**src/rtl/pll_rst_ctrl_pkg.sv**
```systemverilog
// Shared types and helpers for the PLL reset/power-down sequencer.
package pll_rst_ctrl_pkg;

   typedef enum logic [2:0] {
      PWRDN,
      RESET,
      WAIT_LOCK,
      STABLE,
      RUN
   } state_e;

   localparam int CNT_W = 8;

   // Width of the shared state-duration counter; never narrower than one bit.
   function automatic int cnt_width(input int rst_cycles, input int lock_timeout,
                                    input int stable_cycles);
      int m;
      m = rst_cycles;
      if (lock_timeout > m) m = lock_timeout;
      if (stable_cycles > m) m = stable_cycles;
      return (m > 1) ? $clog2(m) : 1;
   endfunction

   function automatic logic [CNT_W-1:0] sat_inc(input logic [CNT_W-1:0] v);
      return (v == '1) ? v : v + CNT_W'(1);
   endfunction

endpackage

```
**src/rtl/pll_rst_ctrl_sync_ff.sv**
```systemverilog
// N-stage synchronizer with asynchronous reset to 0.
module sync_ff #(
   parameter int STAGES = 2
) (
   input  logic clk,
   input  logic rst,
   input  logic d_i,
   output logic q_o
);

   logic [STAGES-1:0] sync_q;

   always_ff @(posedge clk or posedge rst) begin
      if (rst) sync_q <= '0;
      else     sync_q <= {sync_q[STAGES-2:0], d_i};
   end

   assign q_o = sync_q[STAGES-1];

endmodule

```
**src/rtl/pll_rst_ctrl.sv**
```systemverilog
// PLLE2 reset/power-down sequencer with LOCKED qualification and retry.
// Optional lock-loss counter enabled by defining PLL_RST_CTRL_LOSS_CNT_EN.
module pll_rst_ctrl
   import pll_rst_ctrl_pkg::*;
#(
   parameter int RST_CYCLES    = 16,
   parameter int LOCK_TIMEOUT  = 125000,
   parameter int STABLE_CYCLES = 1024,
   parameter int SYNC_STAGES   = 2
) (
   input  logic             clk,
   input  logic             rst,
   input  logic             enable_i,
   input  logic             pll_locked_i,
   output logic             pll_rst_o,
   output logic             pll_pwrdwn_o,
   output logic             ready_o,
   output logic             err_o,
   output logic [CNT_W-1:0] retry_cnt_o,
   output logic [CNT_W-1:0] loss_cnt_o
);

   localparam int CW = cnt_width(RST_CYCLES, LOCK_TIMEOUT, STABLE_CYCLES);
   localparam logic [CW-1:0] RST_LAST = CW'(RST_CYCLES - 1);
   localparam logic [CW-1:0] TO_LAST  = CW'(LOCK_TIMEOUT - 1);
   localparam logic [CW-1:0] STB_LAST = CW'(STABLE_CYCLES - 1);

   logic             lk_s;
   state_e           state_q, state_d;
   logic [CW-1:0]    cnt_q, cnt_d;
   logic             err_q, err_d;
   logic [CNT_W-1:0] retry_q, retry_d;
   logic             pll_rst_q, pll_rst_d;
   logic             pwrdwn_q, pwrdwn_d;
   logic             ready_q, ready_d;

   sync_ff #(.STAGES(SYNC_STAGES)) u_lock_sync (
      .clk (clk),
      .rst (rst),
      .d_i (pll_locked_i),
      .q_o (lk_s)
   );

   always_ff @(posedge clk or posedge rst) begin
      if (rst) begin
         state_q   <= RESET;
         cnt_q     <= '0;
         err_q     <= 1'b0;
         retry_q   <= '0;
         pll_rst_q <= 1'b1;
         pwrdwn_q  <= 1'b0;
         ready_q   <= 1'b0;
      end else begin
         state_q   <= state_d;
         cnt_q     <= cnt_d;
         err_q     <= err_d;
         retry_q   <= retry_d;
         pll_rst_q <= pll_rst_d;
         pwrdwn_q  <= pwrdwn_d;
         ready_q   <= ready_d;
      end
   end

   always_comb begin
      state_d = state_q;
      err_d   = err_q;
      retry_d = retry_q;
      unique case (state_q)
         PWRDN: begin
            if (enable_i) begin
               state_d = RESET;
               err_d   = 1'b0;
            end
         end
         RESET: begin
            if (!enable_i)               state_d = PWRDN;
            else if (cnt_q == RST_LAST)  state_d = WAIT_LOCK;
         end
         WAIT_LOCK: begin
            if (!enable_i)      state_d = PWRDN;
            else if (lk_s)      state_d = STABLE;
            else if (cnt_q == TO_LAST) begin
               state_d = RESET;
               err_d   = 1'b1;
               retry_d = sat_inc(retry_q);
            end
         end
         STABLE: begin
            if (!enable_i) state_d = PWRDN;
            else if (!lk_s) begin
               state_d = RESET;
               retry_d = sat_inc(retry_q);
            end else if (cnt_q == STB_LAST) begin
               state_d = RUN;
               err_d   = 1'b0;
            end
         end
         RUN: begin
            if (!enable_i)  state_d = PWRDN;
            else if (!lk_s) state_d = RESET;
         end
         default: state_d = RESET;
      endcase

      // Counter restarts on every state entry and only runs in timed states.
      if (state_d != state_q)
         cnt_d = '0;
      else if (state_q == RESET || state_q == WAIT_LOCK || state_q == STABLE)
         cnt_d = cnt_q + 1'b1;
      else
         cnt_d = cnt_q;

      pll_rst_d = (state_d == PWRDN) || (state_d == RESET);
      pwrdwn_d  = (state_d == PWRDN);
      ready_d   = (state_d == RUN);
   end

`ifdef PLL_RST_CTRL_LOSS_CNT_EN
   logic [CNT_W-1:0] loss_q, loss_d;

   always_comb begin
      loss_d = loss_q;
      if (state_q == RUN && enable_i && !lk_s) loss_d = sat_inc(loss_q);
   end

   always_ff @(posedge clk or posedge rst) begin
      if (rst) loss_q <= '0;
      else     loss_q <= loss_d;
   end

   assign loss_cnt_o = loss_q;
`else
   assign loss_cnt_o = '0;
`endif

   assign pll_rst_o    = pll_rst_q;
   assign pll_pwrdwn_o = pwrdwn_q;
   assign ready_o      = ready_q;
   assign err_o        = err_q;
   assign retry_cnt_o  = retry_q;

endmodule

```
**config.mk**
```make
export PLATFORM = sky130hd
export DESIGN_NAME = pll_rst_ctrl
export DESIGN_NICKNAME = d
export VERILOG_FILES = /design/src/rtl/pll_rst_ctrl_pkg.sv /design/src/rtl/pll_rst_ctrl_sync_ff.sv /design/src/rtl/pll_rst_ctrl.sv
export SDC_FILE = /design/constraint.sdc
export NUM_CORES = 1
export LEC_CHECK = 0
export CAP_MARGIN = 20
export CORE_ASPECT_RATIO = 1.2
export CORE_MARGIN = 2
export CORE_UTILIZATION = 56
export DETAILED_ROUTE_END_ITERATION = 8
export PLACE_DENSITY = 0.8
export SLEW_MARGIN = 10
export SYNTH_ARGS = -nofsm -noshare
export SYNTH_HDL_FRONTEND = slang
export SYNTH_SLANG_ARGS = --single-unit
```
**constraint.sdc**
```tcl
create_clock -name clk -period 2.7 [get_ports clk]
set_clock_uncertainty 0.15 [all_clocks]
set_input_delay 0.54 -clock clk [delete_from_list [all_inputs] [get_ports clk]]
set_output_delay 0.54 -clock clk [all_outputs]
set_load 0.1 [all_outputs]
```
=== Yosys cells after proc, flatten, opt, wreduce, memory -nomap -nowiden ===
Index checks and enable logic that the tools add are counted.

* Memories kept: 0
* Output and inout bits: 20
* Bits in read-only memories: 0
* Register bits after elaboration: 34
* RAM bits: 0
* Bits in latches: 0

* $lt $le $gt $ge: 0
* Mux-type cells: 29
* Divide/modulo/power cells: 0
* Multiply operators: 0
* Shift-type cells: 0
* Reduce and logical (&&, ||, !) cells: 10
* Bitwise gates (word level): 0
* Eq/ne operators: 19
* $add $sub $neg: 2

{| class="wikitable"
|+ Operator list
! operator !! count
|-
| $mux W8 || 6
|-
| $mux W17 || 2
|-
| $mux W3 || 11
|-
| $add A17 B1 Y17 const B || 1
|-
| $eq A17 B10 Y1 const B || 1
|-
| $eq A17 B17 Y1 const B || 1
|-
| $eq A17 B4 Y1 const B || 1
|-
| $pmux W8 S2 || 1
|-
| $pmux W3 S5 || 1
|-
| $ne A2 B2 Y1 const B || 7
|-
| $add A8 B1 Y8 const B || 1
|-
| $eq A8 B8 Y1 const B || 1
|-
| $reduce_and A8 Y1 || 1
|-
| $mux W1 || 7
|-
| $eq A3 B1 Y1 const B || 2
|-
| $eq A3 B2 Y1 const B || 2
|-
| $eq A3 B3 Y1 const B || 2
|-
| $logic_not A3 Y1 || 2
|-
| $reduce_and A6 Y1 || 1
|-
| $reduce_bool A2 Y1 || 2
|-
| $logic_or A1 B1 Y1 || 3
|-
| $ne A3 B3 Y1 || 1
|-
| $pmux W1 S3 || 1
|-
| $reduce_bool A3 Y1 || 1
|-
| $ne A2 B1 Y1 const B || 1
|}

=== Longest topological paths before layout ===
* Depth after elaboration: 7
* Gate-level depth with buffers: 8
* Mapped depth without buffers: 6

=== Hierarchy ===
A second synthesis with hierarchy kept.

* Cell total of the unflattened synthesis: 191
* Area, all modules: 1886.8 um^2

{| class="wikitable"
|+ By module, submodules not included
! module !! seq. area each (um^2) !! area each (um^2) !! cells each !! instances
|-
| pll_rst_ctrl || 803.3 || 1833.0 || 188 || 1
|-
| sync_ff || 50.0 || 53.8 || 3 || 1
|}

=== Worst setup path before layout ===
No wires, ideal clock.

* Kind: reg2reg
* From: register retry_q[0] (netlist: retry_cnt_o[0])
* To: register retry_q[1] (netlist: retry_cnt_o[1])
* Arrival: 2.023 ns
* Library setup time: 0.126 ns
* Cell stages (with the launch flop): 6
* Path slack: 0.402 ns
* Required time: 2.424 ns
* Period minus slack after synthesis: 2.298 ns
* Cell sequence: dfrtp_1 -> ha_1 -> nand3_1 -> o211ai_1 -> o21ai_2 -> mux2_2

* Longest elaborated chain between the ends: 6
* Elaborated cells on any way between the ends: 9

{| class="wikitable"
|+ Ends and longest elaborated chain
! element !! line !! RTL
|-
| start: declaration || pll_rst_ctrl.sv:32 || <nowiki>logic [CNT_W-1:0] retry_q, retry_d;</nowiki>
|-
| start signal: assignment || pll_rst_ctrl.sv:57 || <nowiki>retry_q <= retry_d;</nowiki>
|-
| $add A8 B1 Y8 / $eq A8 B8 Y1 (equally long branches) || pll_rst_ctrl_pkg.sv:25 || <nowiki>return (v == '1) ? v : v + CNT_W'(1);</nowiki>
|-
| $mux W8 (*) || pll_rst_ctrl_pkg.sv:25 ||
|-
| $mux W8 || pll_rst_ctrl.sv:82 || <nowiki>else if (cnt_q == TO_LAST) begin</nowiki>
|-
| $mux W8 || pll_rst_ctrl.sv:81 || <nowiki>else if (lk_s) state_d = STABLE;</nowiki>
|-
| $mux W8 || pll_rst_ctrl.sv:80 || <nowiki>if (!enable_i) state_d = PWRDN;</nowiki>
|-
| $pmux W8 S2 (*) || pll_rst_ctrl.sv:68 || <nowiki>unique case (state_q)</nowiki>
|}

Mark *: on every way between the ends. The rest lies on a longest branch, timed or not. The select of a mux whose other input is x is not followed.
A chain may end at the register's enable or synchronous reset.

=== Final worst setup path ===
* From: input enable_i
* To: register retry_q[1] (netlist: retry_cnt_o[1])

* Longest elaborated chain between the ends: 2
* Elaborated cells on any way between the ends: 3

{| class="wikitable"
|+ Ends and longest elaborated chain
! element !! line !! RTL
|-
| start: declaration || pll_rst_ctrl.sv:13 || <nowiki>input logic enable_i,</nowiki>
|-
| $ne A2 B2 Y1 (no line) || n/a ||
|-
| $reduce_and A6 Y1 (no line) (*) || n/a ||
|}

Mark *: on every way between the ends. The rest lies on a longest branch, timed or not.

==> load_flow_metrics.sql <==
INSERT INTO impl_metrics (metric_group, metric, value, unit) VALUES
('cells_and_area', 'nNetsFinal', '219', ''),
('global_route', 'grt_pass1_wl', '6960', 'um'),
('floorplanning', 'std_cell_rows', '24', ''),
('status', 'status', 'finished, final reports clean', ''),
('global_route', 'track_usage', '21.5', '%'),
('clock_tree', 'cts.sink_count', '34', ''),
('synthesis', 'synthesis.instances', '198', ''),
('floorplanning', 'dieArea', '4210', 'um2'),
('synthesis', 'post_synthesis_sequential_element_count', '34', ''),
('cells_and_area', 'n_fill_cell', '292', ''),
('pwr', 'power-per-cell-area', '513', 'nW/um2'),
('clock_tree', 'tritoncts', 'done', ''),
('clock_tree', 'clock_tree.root_cell', 'clkbuf_8', ''),
('floorplanning', 'io_pins', '24', ''),
('cells_and_area', 'final_layout_size_suffix_gt1_share', '21.5', '%'),
('cells_and_area', 'area_delta_synth_final', '8.80', '%'),
('synthesis', 'yosys-top-cells-count', 'dfrtp_1, nand4_1, xnor2_1', ''),
('clock_tree', 'clock_path_buffers', '2', ''),
('global_route', 'antenna_found_initial', '0', ''),
('worst_setup_path', 'critPathCaptureType', 'register', ''),
('synthesis', 'synth_enable_flop_cells', '0', ''),
('pwr', 'power', '1.16', 'mW'),
('sta', 'timing.setup.tns', '0', 'ps'),
('floorplanning', 'fp.dieW', '59.6', 'um'),
('clock_tree', 'cts_inserted_buffers', '5', ''),
('route', 'firstDrtPassIters', '4', ''),
('worst_setup_path', 'worstPathArrival', '2400', 'ps'),
('route', 'post_drt_wl_per_cell', '15.9', 'um'),
('synthesis', 'syn-cell-area', '2080', 'um2'),
('sta', 'timing.final.crit_period', '2380', 'ps'),
('clock_tree', 'clock_pin_transition_on_the_worst_setup_and_hold_timing_paths', '70', 'ps'),
('route', 'totalWireLength', '4030', 'um'),
('synthesis', 'async_flop_share', '100', '%'),
('route', 'post-route-drc-count', '0', ''),
('synthesis', 'post-synth-top-area-cell', 'dfrtp_1', ''),
('placed_design', 'gp_congestion', '0.873', ''),
('route', 'antenna_violating_nets_post_route', '0', ''),
('global_route', 'globalRoute.totalOverflow', '0', ''),
('route', 'drt_first_iter_violations', '95', ''),
('cells_and_area', 'utilization', '62.7', '%'),
('pwr', 'leakagePower', '0.946', 'nW'),
('route', 'via_count', '1562', ''),
('clock_tree', 'cts_hold_buf', '0', ''),
('worst_setup_path', 'worst-endpoint-required', '2720', 'ps'),
('sta', 'tightest_slew', '704', 'ps'),
('floorplanning', 'fp.coreArea', '3600', 'um2'),
('sta', 'timing.final.max_slew_violations', '0', ''),
('global_route', 'first_global_vias', '1518', ''),
('clock_tree', 'post_cts_setup_buffers', '0', ''),
('synthesis', 'share_of_synthesized_area_occupied_by_flip_flops_and_latches', '41.1', '%'),
('sta', 'timing.max_slew.rel_slack', '53.0', '%'),
('worst_setup_path', 'crit_fanout', '8', ''),
('pwr', 'vdd.ir_drop.worst', '0.301', 'mV'),
('synthesis', 'synth_flop_cell', 'dfrtp_1', ''),
('sta', 'rsz0062_at_grt', 'false', ''),
('clock_tree', 'cts_repair_resize_count', '0', ''),
('worst_setup_path', 'path_class', 'in -> reg', ''),
('global_route', 'grt_max_degree', '35', ''),
('synthesis', 'synth_top_area_share', '38.6', '%'),
('synthesis', 'synth.top_cells.by_area', 'dfrtp_1, a211oi_2, xnor2_1', ''),
('synthesis', 'postSynthAreaPerCell', '10.5', 'um2'),
('synthesis', 'synth-warning-count', '0', ''),
('cells_and_area', 'n_antenna_cell', '0', ''),
('worst_setup_path', 'setup.worst_path.start_class', 'input pin', ''),
('sta', 'period_utilization', '88.2', '%'),
('sta', 'setup_viol', '0', ''),
('sta', 'fmax', '420', 'MHz'),
('placed_design', 'io_buffer_count', '15', ''),
('floorplanning', 'initial_utilization', '57.6', '%'),
('sta', 'hold_viol_final', '0', ''),
('floorplanning', 'dieHeight', '70.7', 'um'),
('synthesis', 'synth.most_common_cell', 'dfrtp_1', ''),
('min_path', 'hold_class', 'reg -> reg', ''),
('clock_tree', 'cts_htree_levels', '2', ''),
('route', 'routed_via_density', '6.17', ''),
('synthesis', 'synth.distinct_cells', '52', ''),
('clock_tree', 'clock_latency', '280', 'ps'),
('placed_design', 'place.detailed.hpwl', '2680', 'um'),
('flow_run', 'cap_viol_max_count', '0', '');
worst max-delay path: stages:
cell and delay (ps):
clkdlybuf4s50_1 550, nor4bb_1 430, o211ai_1 180, o21ai_2 330, mux2_2 370
flip-flops by register name, indices dropped and copies added, names as in the netlist:
signal / count
pll_pwrdwn_o: 1
u_lock_sync.sync_q: 2
cnt_q: 17
pll_rst_o: 1
err_o: 1
state_q: 3
retry_cnt_o: 8
ready_o: 1
report_power, final:
part | total, mW | switching (mW) | internal (mW)
Sequential | 0.554 | 0.0231 | 0.531
Clock | 0.383 | 0.177 | 0.205
Combinational | 0.222 | 0.159 | 0.0628
metal layers:
metal / global-route usage [%] / up-vias / wire [um]
li1: - / 742 / -
met1: 29.5 / 772 / 1820
met2: 33.0 / 41 / 1990
met3: 5.48 / 7 / 166
met4: 7.41 / 0 / 56
met5: 0 / - / 0
cell type report:
cell class	instances	area (um2)	area share, %
clock buffer	7	86.3	3.82
tap	39	48.8	2.16
clock inverter	1	5.00	0.221
inverter	6	22.5	0.997
multi-input combinational	148	1090	48.2
sequential	34	853	37.8
timing repair buffer	18	155	6.87
metrics by stage:
| step | hold WS, ps | cell area (um2) | std cells | worst slack (ps) |
|---|---|---|---|---|
| 2_1_floorplan | 181 | 2100 | 205 | 402 |
| 3_3_place_gp | 185 | 2170 | 245 | 134 |
| 3_5_place_dp | 186 | 2170 | 245 | 54.4 |
| 4_1_cts | 201 | 2260 | 253 | 354 |
| 5_1_grt | 220 | 2260 | 253 | 223 |
| 6_report | 202 | 2260 | 253 | 319 |
path summary, 6_finish.rpt:
kind | slack [ps] | startpoint | to | depth (start not counted)
hold reg to reg | 200 | u_lock_sync.sync_q[0]$_DFF_PP0_ | u_lock_sync.sync_q[1]$_DFF_PP0_ | 0
min in group asynchronous | 490 | rst | retry_cnt_o[0]$_DFFE_PP0P_ | 3
setup reg to reg | 430 | cnt_q[7]$_DFFE_PP0P_ | cnt_q[15]$_DFFE_PP0P_ | 5
hold / removal | 200 | u_lock_sync.sync_q[0]$_DFF_PP0_ | u_lock_sync.sync_q[1]$_DFF_PP0_ | 0
setup / recovery | 320 | enable_i | retry_cnt_o[1]$_DFFE_PP0P_ | 5
max in group asynchronous | 1570 | rst | pll_rst_o$_DFF_PP1_ | 3
placed cells by master, fill, tap and decap left out, types with 6 or more instances in the layout:
master	Yosys	routed
a211oi_2	10	10
conb_1	1	8
a211oi_1	7	7
nand4_1	16	16
inv_1	6	6
xnor2_1	13	13
clkbuf_8	0	6
and3_1	6	6
buf_4	9	14
nand3_1	10	10
nor2_1	8	8
nand2_1	12	12
xor2_1	11	11
dfrtp_1	32	32
cells by family after synthesis:
group / after synthesis / synth area share, %
xor+xnor: 24 / 10.1
simple gates: 80 / 24.0
flops: 34 / 41.1
fa+ha+maj: 2 / 1.20
mux: 2 / 1.02
other cells: 1 / 0.181
buf+inv: 23 / 7.77
compound gates: 32 / 14.6
Note: power is estimated with default switching activity, not from simulation.
